**src/rtl/toggle_pkg.sv**
```systemverilog
// Shared types and defaults for the push-button toggle pulse generator.
package toggle_pkg;

    typedef enum logic [1:0] {
        IDLE         = 2'd0,
        PRESS_WAIT   = 2'd1,
        HELD         = 2'd2,
        RELEASE_WAIT = 2'd3
    } tpg_state_t;

    localparam int unsigned DEF_DEB_CYCLES = 4;
    localparam int unsigned DEF_REP_CYCLES = 16;
    localparam int unsigned DEF_CNT_W      = 8;

    // Timer must hold counts up to the larger of the two periods, at least one bit.
    function automatic int unsigned tmr_width(input int unsigned deb, input int unsigned rep);
        int unsigned m;
        int unsigned w;
        m = (deb > rep) ? deb : rep;
        w = $clog2(m);
        return (w < 1) ? 1 : w;
    endfunction

endpackage

```
**src/rtl/sync2.sv**
```systemverilog
// Two-flop synchronizer for a single asynchronous level, resets to 0.
module sync2 (
    input  logic clk,
    input  logic rst_n,
    input  logic d,
    output logic q
);

    logic meta;

    always_ff @(posedge clk or negedge rst_n) begin
        if (!rst_n) begin
            meta <= 1'b0;
            q    <= 1'b0;
        end else begin
            meta <= d;
            q    <= meta;
        end
    end

endmodule

```
**src/rtl/toggle_pulse_gen.sv**
```systemverilog
// Debounces a raw push-button into single-cycle toggle pulses with a wrapping press counter.
// Optional hold-to-repeat is enabled by defining TOGGLE_AUTOREPEAT_EN.
module toggle_pulse_gen #(
    parameter int unsigned DEB_CYCLES = toggle_pkg::DEF_DEB_CYCLES,
    parameter int unsigned REP_CYCLES = toggle_pkg::DEF_REP_CYCLES,
    parameter int unsigned CNT_W      = toggle_pkg::DEF_CNT_W
) (
    input  logic             clk,
    input  logic             rst_n,
    input  logic             btn,
    output logic             t,
    output logic             btn_db,
    output logic [CNT_W-1:0] cnt
);

    import toggle_pkg::*;

    localparam int unsigned     TMR_W    = tmr_width(DEB_CYCLES, REP_CYCLES);
    localparam logic [TMR_W-1:0] DEB_LAST = TMR_W'(DEB_CYCLES - 1);
`ifdef TOGGLE_AUTOREPEAT_EN
    localparam logic [TMR_W-1:0] REP_LAST = TMR_W'(REP_CYCLES - 1);
`endif

    logic             btn_s;
    tpg_state_t       state;
    tpg_state_t       state_nxt;
    logic [TMR_W-1:0] tmr;
    logic [TMR_W-1:0] tmr_nxt;
    logic             t_nxt;
    logic             btn_db_nxt;
    logic [CNT_W-1:0] cnt_nxt;

    sync2 u_sync2 (
        .clk   (clk),
        .rst_n (rst_n),
        .d     (btn),
        .q     (btn_s)
    );

    always_ff @(posedge clk or negedge rst_n) begin
        if (!rst_n) begin
            state  <= IDLE;
            tmr    <= '0;
            t      <= 1'b0;
            btn_db <= 1'b0;
            cnt    <= '0;
        end else begin
            state  <= state_nxt;
            tmr    <= tmr_nxt;
            t      <= t_nxt;
            btn_db <= btn_db_nxt;
            cnt    <= cnt_nxt;
        end
    end

    always_comb begin
        state_nxt = state;
        tmr_nxt   = tmr;
        t_nxt     = 1'b0;
        cnt_nxt   = cnt;

        case (state)
            IDLE: begin
                tmr_nxt = '0;
                if (btn_s) begin
                    state_nxt = PRESS_WAIT;
                end
            end
            PRESS_WAIT: begin
                if (!btn_s) begin
                    state_nxt = IDLE;
                    tmr_nxt   = '0;
                end else if (tmr == DEB_LAST) begin
                    state_nxt = HELD;
                    tmr_nxt   = '0;
                    t_nxt     = 1'b1;
                    cnt_nxt   = cnt + CNT_W'(1);
                end else begin
                    tmr_nxt = tmr + TMR_W'(1);
                end
            end
            HELD: begin
                if (!btn_s) begin
                    state_nxt = RELEASE_WAIT;
                    tmr_nxt   = '0;
                end else begin
`ifdef TOGGLE_AUTOREPEAT_EN
                    // A repeat landing right after a pulse is dropped so pulses never abut.
                    if (tmr == REP_LAST) begin
                        tmr_nxt = '0;
                        if (!t) begin
                            t_nxt   = 1'b1;
                            cnt_nxt = cnt + CNT_W'(1);
                        end
                    end else begin
                        tmr_nxt = tmr + TMR_W'(1);
                    end
`else
                    tmr_nxt = '0;
`endif
                end
            end
            RELEASE_WAIT: begin
                if (btn_s) begin
                    state_nxt = HELD;
                    tmr_nxt   = '0;
                end else if (tmr == DEB_LAST) begin
                    state_nxt = IDLE;
                    tmr_nxt   = '0;
                end else begin
                    tmr_nxt = tmr + TMR_W'(1);
                end
            end
            default: begin
                state_nxt = IDLE;
                tmr_nxt   = '0;
            end
        endcase

        btn_db_nxt = (state_nxt == HELD) || (state_nxt == RELEASE_WAIT);
    end

endmodule

```
**config.mk**
```make
export PLATFORM = sky130hd
export DESIGN_NAME = toggle_pulse_gen
export DESIGN_NICKNAME = d
export VERILOG_FILES = /design/src/rtl/toggle_pkg.sv /design/src/rtl/sync2.sv /design/src/rtl/toggle_pulse_gen.sv
export SDC_FILE = /design/constraint.sdc
export NUM_CORES = 1
export LEC_CHECK = 0
export BUFFER_PORTS_ARGS = -buffer_cell sky130_fd_sc_hd__buf_2
export CAP_MARGIN = 20
export CORE_UTILIZATION = 46
export DETAILED_ROUTE_END_ITERATION = 16
export HOLD_SLACK_MARGIN = 0.06
export MAX_ROUTING_LAYER = met4
export PLACE_DENSITY = 0.7
export SLEW_MARGIN = 15
export SYNTH_ARGS = -nofsm -noshare
export SYNTH_HDL_FRONTEND = slang
export SYNTH_SLANG_ARGS = --single-unit
```
**constraint.sdc**
```tcl
create_clock -name clk -period 1.46 [get_ports clk]
set_input_delay 0.073 -clock clk [delete_from_list [all_inputs] [get_ports clk]]
set_output_delay 0.073 -clock clk [all_outputs]
set_load 0.02 [all_outputs]
```
==> results of run 1 <==
[worst max-delay path by stage]
stage,slack [ps],endpoint,cells past startpoint
2_1_floorplan,6,cnt[7],4
3_3_place_gp,30,cnt[7],4
3_5_place_dp,-20,cnt[7],4
4_1_cts,-7,cnt[7],4
5_1_grt,-40,cnt[7],4
6_report,1,cnt[7],4
[stage by stage]
step	power, uW	cells	setup TNS (ps)	util, %	setup WS [ps]
after global placement	843	95	0	60.0	32.5
after CTS	1140	103	-6.81	64.4	-6.81
after detailed placement	856	95	-18.0	60.0	-18.0
after global routing	1170	103	-43.8	64.4	-43.8
after floorplan	736	58	0	-	5.91
final	1130	103	0	64.4	0.975
[cell type report]
| type | instances | area (sq um) | area share (%) |
|---|---|---|---|
| timing repair buffer | 25 | 163 | 17.0 |
| multi-input combinational | 39 | 315 | 32.9 |
| inverter | 2 | 7.51 | 0.783 |
| clock buffer | 4 | 26.3 | 2.74 |
| sequential | 17 | 427 | 44.5 |
| tap | 16 | 20.0 | 2.09 |
[kinds of logic (layout without fill, tap and decap cells)]
kind of cell,count (synthesis),in the layout
buf+inv,2,31
flops,17,17
fa+ha+maj,2,2
mux,1,1
simple gates,25,25
xor+xnor,9,9
compound gates,2,2
[Yosys cell counts]
library cell and instances:
inv_1 2, ha_1 2, or4b_1 1, xor2_1 4, and4b_1 1, mux2_2 1, nand3b_1 3, or2b_1 1
nor2_1 3, nand4_1 1, nand2_1 5, nand4bb_4 1, a21oi_1 1, a211oi_1 1, nand3_1 3, xnor2_1 5
and2_2 1, and4bb_2 1, dfrtp_1 17, nor3_1 2, and3_1 2
[registers in the layout, indices dropped and copies added (netlist names)]
register and count:
btn_db 1, cnt 8, state 1, t 1, tmr 4, u_sync2.meta 1
u_sync2.q 1
[worst register-to-register path: cells and delay by family (launching register included)]
family	cells	cell delay [ps]
and+or+nand+nor	2	630
DFF	1	410
xor gates and xnor gates	1	130
adders and majority gates	1	180
[routing by layer]
metal	wire, um	up-vias	track usage [%]
li1	-	258	-
met1	622	251	20.4
met2	623	14	27.5
met3	58	5	2.61
met4	38	0	13.5
met5	0	-	-
[power breakdown]
| part | internal [uW] | total [uW] | leakage [uW] | switching, uW |
|---|---|---|---|---|
| sequential | 533 | 589 | 0.000227 | 55.6 |
| combinational | 143 | 283 | 0.000250 | 141 |
| clock | 106 | 257 | 0.0000150 | 151 |
[repair_timing]
action	in CTS	in global routing
pin swaps	1	0
hold endpoints to repair	18	0
setup buffers	2	0
setup endpoints to repair	1	1
gates resized for setup	1	0
hold buffers	2	0
==> out/qor.csv, run 1 <==
stage,metric,value,unit
yosys,synth_mux_area_share,1.54,%
setup_path,timing.rr.start,tmr[0],
status,status,"complete, no violations",
setup_path,required,1650,ps
placement,place.gp.congestion,0.774,
floorplan,dieArea,1750,sq um
placement,dp_hpwl,926,um
yosys,synth_cell_types,21,
clock_tree,cts_buffer_depth,2,
power,leakagePower,0.000492,uW
setup_path,worstSetupPathType,flop to flop,
setup_path,crit_start,tmr[0],
yosys,synth_area,732,sq um
yosys,synth_compound_area_share,1.71,%
placement,io_buffers,12,
setup_path,cp_top_family,simple AND/OR/NAND/NOR gates,
floorplan,ioPinCount,13,
job,max-cap-violations,0,
setup_path,crit_chain,"ha_4, nand4bb_4, or4b_4, xnor2_1",
yosys,synth-adder-area-share,3.42,%
drt,routedWlPerCell,13.0,um
yosys,yosysTopAreaCell,dfrtp_1,
setup_path,cp_slowest_stage_delay,520,ps
global_routing,grt_pass1_wl,2170,um
global_routing,grt_pass1_vias,515,
clock_tree,clkTransAtPathRegs,100,ps
sta,slew_headroom,75.0,%
global_routing,grt_max_degree,18,
finish,final_net_count,93,
finish,fin_area,958,sq um
yosys,synth_top_family_by_area,simple AND/OR/NAND/NOR gates,
yosys,seq_area_frac_synth,58.1,%
clock_tree,tritoncts,done,
setup_path,cp.arrival,1650,ps
sta,report.final.slew_viol_count,0,
yosys,yosys.area_share.simple,23.4,%
floorplan,die-width,41.9,um
setup_path,worst-path-buf-inv,0,
power,power_density,1180,nW/um^2
hold_path,hold_path.class,primary input to asynchronous set/reset pin,
yosys,yosys-top-cells-area,"dfrtp_1 58%, xnor2_1 6.0%, xor2_1 4.8%",
global_routing,antenna_found_initial,0,
finish,area_growth,30.9,%
finish,final_common_cell,dfrtp_1,
sta,final.setup_skew,4.68,ps
setup_path,worstPathMaxFanout,5,
drt,drtIter0Drc,6,
clock_tree,cts_max_level,1,
sta,final-hold-violation-count,0,
sta,fin_crit_sh,99.9,%
drt,vias,528,
drt,drcViolationCount,0,
clock_tree,cts.sinks,17,
yosys,syn_nets,63,
sta,setup_viol,0,
sta,min_period,1460,ps
global_routing,grt_usage,17.7,%
floorplan,rows,14,
setup_path,r2r_cells,4,
setup_path,end_kind,flop,
finish,drive_above_1_share,37.9,%
yosys,avgSynthCellArea,12.6,sq um
setup_path,rrSetupSlack,1,ps
finish,diodes,0,
sta,whs,235,ps
sta,rsz0062_at_grt,true,
setup_path,rr_endpoint,cnt[7],
sta,max_freq,685,MHz
clock_tree,root_buffer,clkbuf_4,
drt,ant_nets,0,
floorplan,start_util,49.2,%
yosys,synth_xor_area_share,10.8,%
drt,first_pass_iters,4,
placement,place_area,893,sq um
setup_path,cp-start-kind,flop,
setup_path,crit_slowest_cell,or4b_4,
global_routing,grt-ovfl-total,0,
yosys,synth_top_area_share,58.1,%
drt,drt_wl_total,1340,um
floorplan,chipHeight,41.9,um
yosys,ys_seq_elements,17,
power,vdd_drop_max,0.828,mV
clock_tree,numCtsBuffers,3,
yosys,syn_inst,58,
drt,via_per_inst,5.13,
sta,tightest_slew,374,ps
floorplan,core_area,1490,sq um
yosys,yosys_warnings,0,
finish,mostFrequentLayoutCells,"16 x dfrtp_1, 12 x buf_2, 11 x buf_4",
clock_tree,clk_latency,290,ps
finish,num-fill-cells,122,
Note: power is estimated with default switching activity, not from simulation.
==> inputs of run 2 (changes only) <==
- SYNTH_HIERARCHICAL: default -> 1
==> run 2 against run 1 <==
Compared with the run above:
- combinational power is essentially flat
- clock skew is essentially flat
- die area shrank 1.1%
- largest power group unchanged
- highest routed layer unchanged
- synthesized cell count shrank 1.7%
- flip-flop and latch count is the same
- critical path type unchanged
- sequential share of layout area grew 1.0 points
- largest cell class unchanged
- maximum frequency grew 0.59%
==> out/qor.csv, run 2 <==
stage,metric,value,unit
power,vdd_drop_max,0.716,mV
sta,setup_slack,9.56,ps
setup_path,timing.rr.start,tmr[0],
yosys,synthArstFlopShare,100,%
yosys,syn_inst,57,
clock_tree,root_buffer,clkbuf_4,
placement,dpl_worst_slack,3.14,ps
finish,mostFrequentLayoutCells,"16 x dfrtp_1, 12 x buf_2, 9 x buf_4",
yosys,ys_top_cells_by_count,"17 x dfrtp_1, 6 x nand2_1, 5 x xnor2_1",
floorplan,ioPinCount,13,
finish,num-fill-cells,110,
sta,report.final.slew_viol_count,0,
sta,fin_crit_sh,99.3,%
setup_path,worstSetupPathType,flop to flop,
finish,top_regs,"cnt (8), tmr (4)",
sta,setup_viol,0,
global_routing,grt_max_degree,18,
setup_path,rr_endpoint,cnt[7],
finish,final_common_cell,dfrtp_1,
setup_path,required,1650,ps
drt,routedWlPerCell,12.9,um
drt,drt_wl_total,1280,um
placement,dp_hpwl,900,um
clock_tree,cts.sinks,17,
drt,drcViolationCount,0,
placement,place_area,868,sq um
sta,slew_headroom,75.0,%
yosys,synth_edf_count,0,
clock_tree,clkTransAtPathRegs,90,ps
finish,fin_area,937,sq um
drt,vias,511,
clock_tree,clk_latency,290,ps
finish,area_growth,29.6,%
hold_path,hold_path.class,primary input to asynchronous set/reset pin,
power,leakagePower,0.000486,uW
status,status,"complete, no violations",
drt,wl_met1,586,um
finish,fin_util,67.8,%
drt,top_layer_used,met4,
drt,via_per_inst,5.16,
drt,met2_length,626,um
clock_tree,cts_buffer_depth,2,
global_routing,grt_usage,17.1,%
yosys,yosys_warnings,6,
drt,drtIter0Drc,7,
clock_tree,cts_max_level,1,
drt,wl_met3,39,um
setup_path,crit_chain,"ha_4, nand4bb_4, or4b_4, xnor2_1",
power,pwr-share-seq,52.4,%
floorplan,dieArea,1730,sq um
global_routing,grt_pass1_wl,2100,um
drt,ant_nets,0,
yosys,avgSynthCellArea,12.7,sq um
floorplan,die-width,41.7,um
sta,setup_tns,0,ps
sta,tightest_slew,375,ps
placement,io_buffers,12,
job,max-cap-violations,0,
setup_path,end_kind,flop,
floorplan,rows,13,
sta,final.setup_skew,4.43,ps
clock_tree,numCtsBuffers,3,
clock_tree,tritoncts,done,
setup_path,r2r_cells,4,
setup_path,cp-start-kind,flop,
power,combPwrFrac,25.5,%
sta,max_freq,689,MHz
yosys,syn_nets,62,
global_routing,antenna_found_initial,0,
finish,final_net_count,90,
yosys,synth_area,723,sq um
setup_path,crit_slowest_cell,or4b_4,
setup_path,worstPathMaxFanout,4,
yosys,yosys-top-cells-area,"dfrtp_1 59%, xnor2_1 6.1%, xor2_1 4.8%",
finish,largest_register_ffs,8,
yosys,synth_most_common_cell,dfrtp_1,
finish,drive_above_1_share,38.1,%
yosys,synth_cell_types,18,
power,p_sw_share,30.0,%
floorplan,core_area,1380,sq um
yosys,ys_seq_elements,17,
yosys,synth_ff_type,dfrtp_1,
yosys,yosysTopAreaCell,dfrtp_1,
placement,place.gp.congestion,0.693,
sta,rsz0062_at_grt,true,
yosys,seq_area_frac_synth,58.8,%
finish,stdcell_count,99,
power,power_switching,336,uW
power,p_clk_share,22.1,%
global_routing,grt-ovfl-total,0,
finish,diodes,0,
placement,dp_cells,91,
global_routing,grt_pass1_vias,486,
setup_path,cp.arrival,1640,ps
setup_path,cp_slowest_stage_delay,530,ps
sta,min_period,1450,ps
setup_path,rrSetupSlack,10,ps
yosys,synth_top_area_share,58.8,%
finish,top_register,cnt,
floorplan,chipHeight,41.7,um
power,power_density,1200,nW/um^2
power,p_int,784,uW
sta,final-hold-violation-count,0,
drt,first_pass_iters,2,
floorplan,start_util,52.3,%
[run 2: per-layer routing]
layer | track usage [%] | vias to the layer above
li1 | - | 248
met1 | 20.9 | 247
met2 | 25.0 | 12
met3 | 5.22 | 4
met4 | 9.68 | 0
met5 | - | -
[run 2: final cells by class]
cell class	instances	area [sq um]	share of cell area (%)
well taps	15	18.8	2.00
flip-flops and latches	17	427	45.5
repair buffers	23	148	15.8
inverters	2	7.51	0.801
clock buffers	4	26.3	2.80
multi-input cells	38	310	33.1
[run 2: what timing repair did]
| action | in CTS | in global routing |
|---|---|---|
| buffers inserted | 2 | 0 |
| setup endpoints to repair | 1 | 1 |
| hold buffers | 2 | 0 |
| endpoints found under the hold margin | 18 | 0 |
| gates resized for setup | 0 | 2 |
| pin swaps | 0 | 2 |
[run 2: logic make-up after synthesis]
logic type / count (synthesis) / synth area share [%]
xor+xnor: 9 / 10.9
fa+ha+maj: 2 / 3.46
simple gates: 25 / 22.7
buf+inv: 2 / 1.04
mux: 2 / 3.11
flops: 17 / 58.8
[run 2: critical path: cells and delay by family, from the launching register on]
| kind | cells | cell delay, ps |
|---|---|---|
| flip-flops | 1 | 400 |
| AND/OR/NAND/NOR | 2 | 640 |
| XOR/XNOR | 1 | 130 |
| adder cells (fa/ha/maj) | 1 | 170 |
[run 2: worst max-delay path by stage]
stage / end / slack, ps / start / cells after the start
after global routing: cnt[7] / -60 / tmr[0] / 4
after CTS: cnt[7] / 10 / tmr[1] / 4
final: cnt[7] / 10 / tmr[0] / 4
after global placement: cnt[7] / 40 / tmr[0] / 4
after floorplan: cnt[7] / 10 / btn_db / 3
after detailed placement: cnt[7] / 3 / tmr[0] / 4
[run 2: stage by stage]
step,power (uW),hold slack [ps]
3_5_place_dp,846,7.81
3_3_place_gp,831,7.07
6_report,1120,222
5_1_grt,1190,255
2_1_floorplan,727,-223
4_1_cts,1130,222
[run 2: power groups by stage]
stage	registers, uW	clock network [uW]	logic [uW]
after floorplan	635	0	91.8
after global placement	593	0	238
after detailed placement	599	0	247
after CTS	585	258	288
after global routing	595	277	318
final	586	248	286
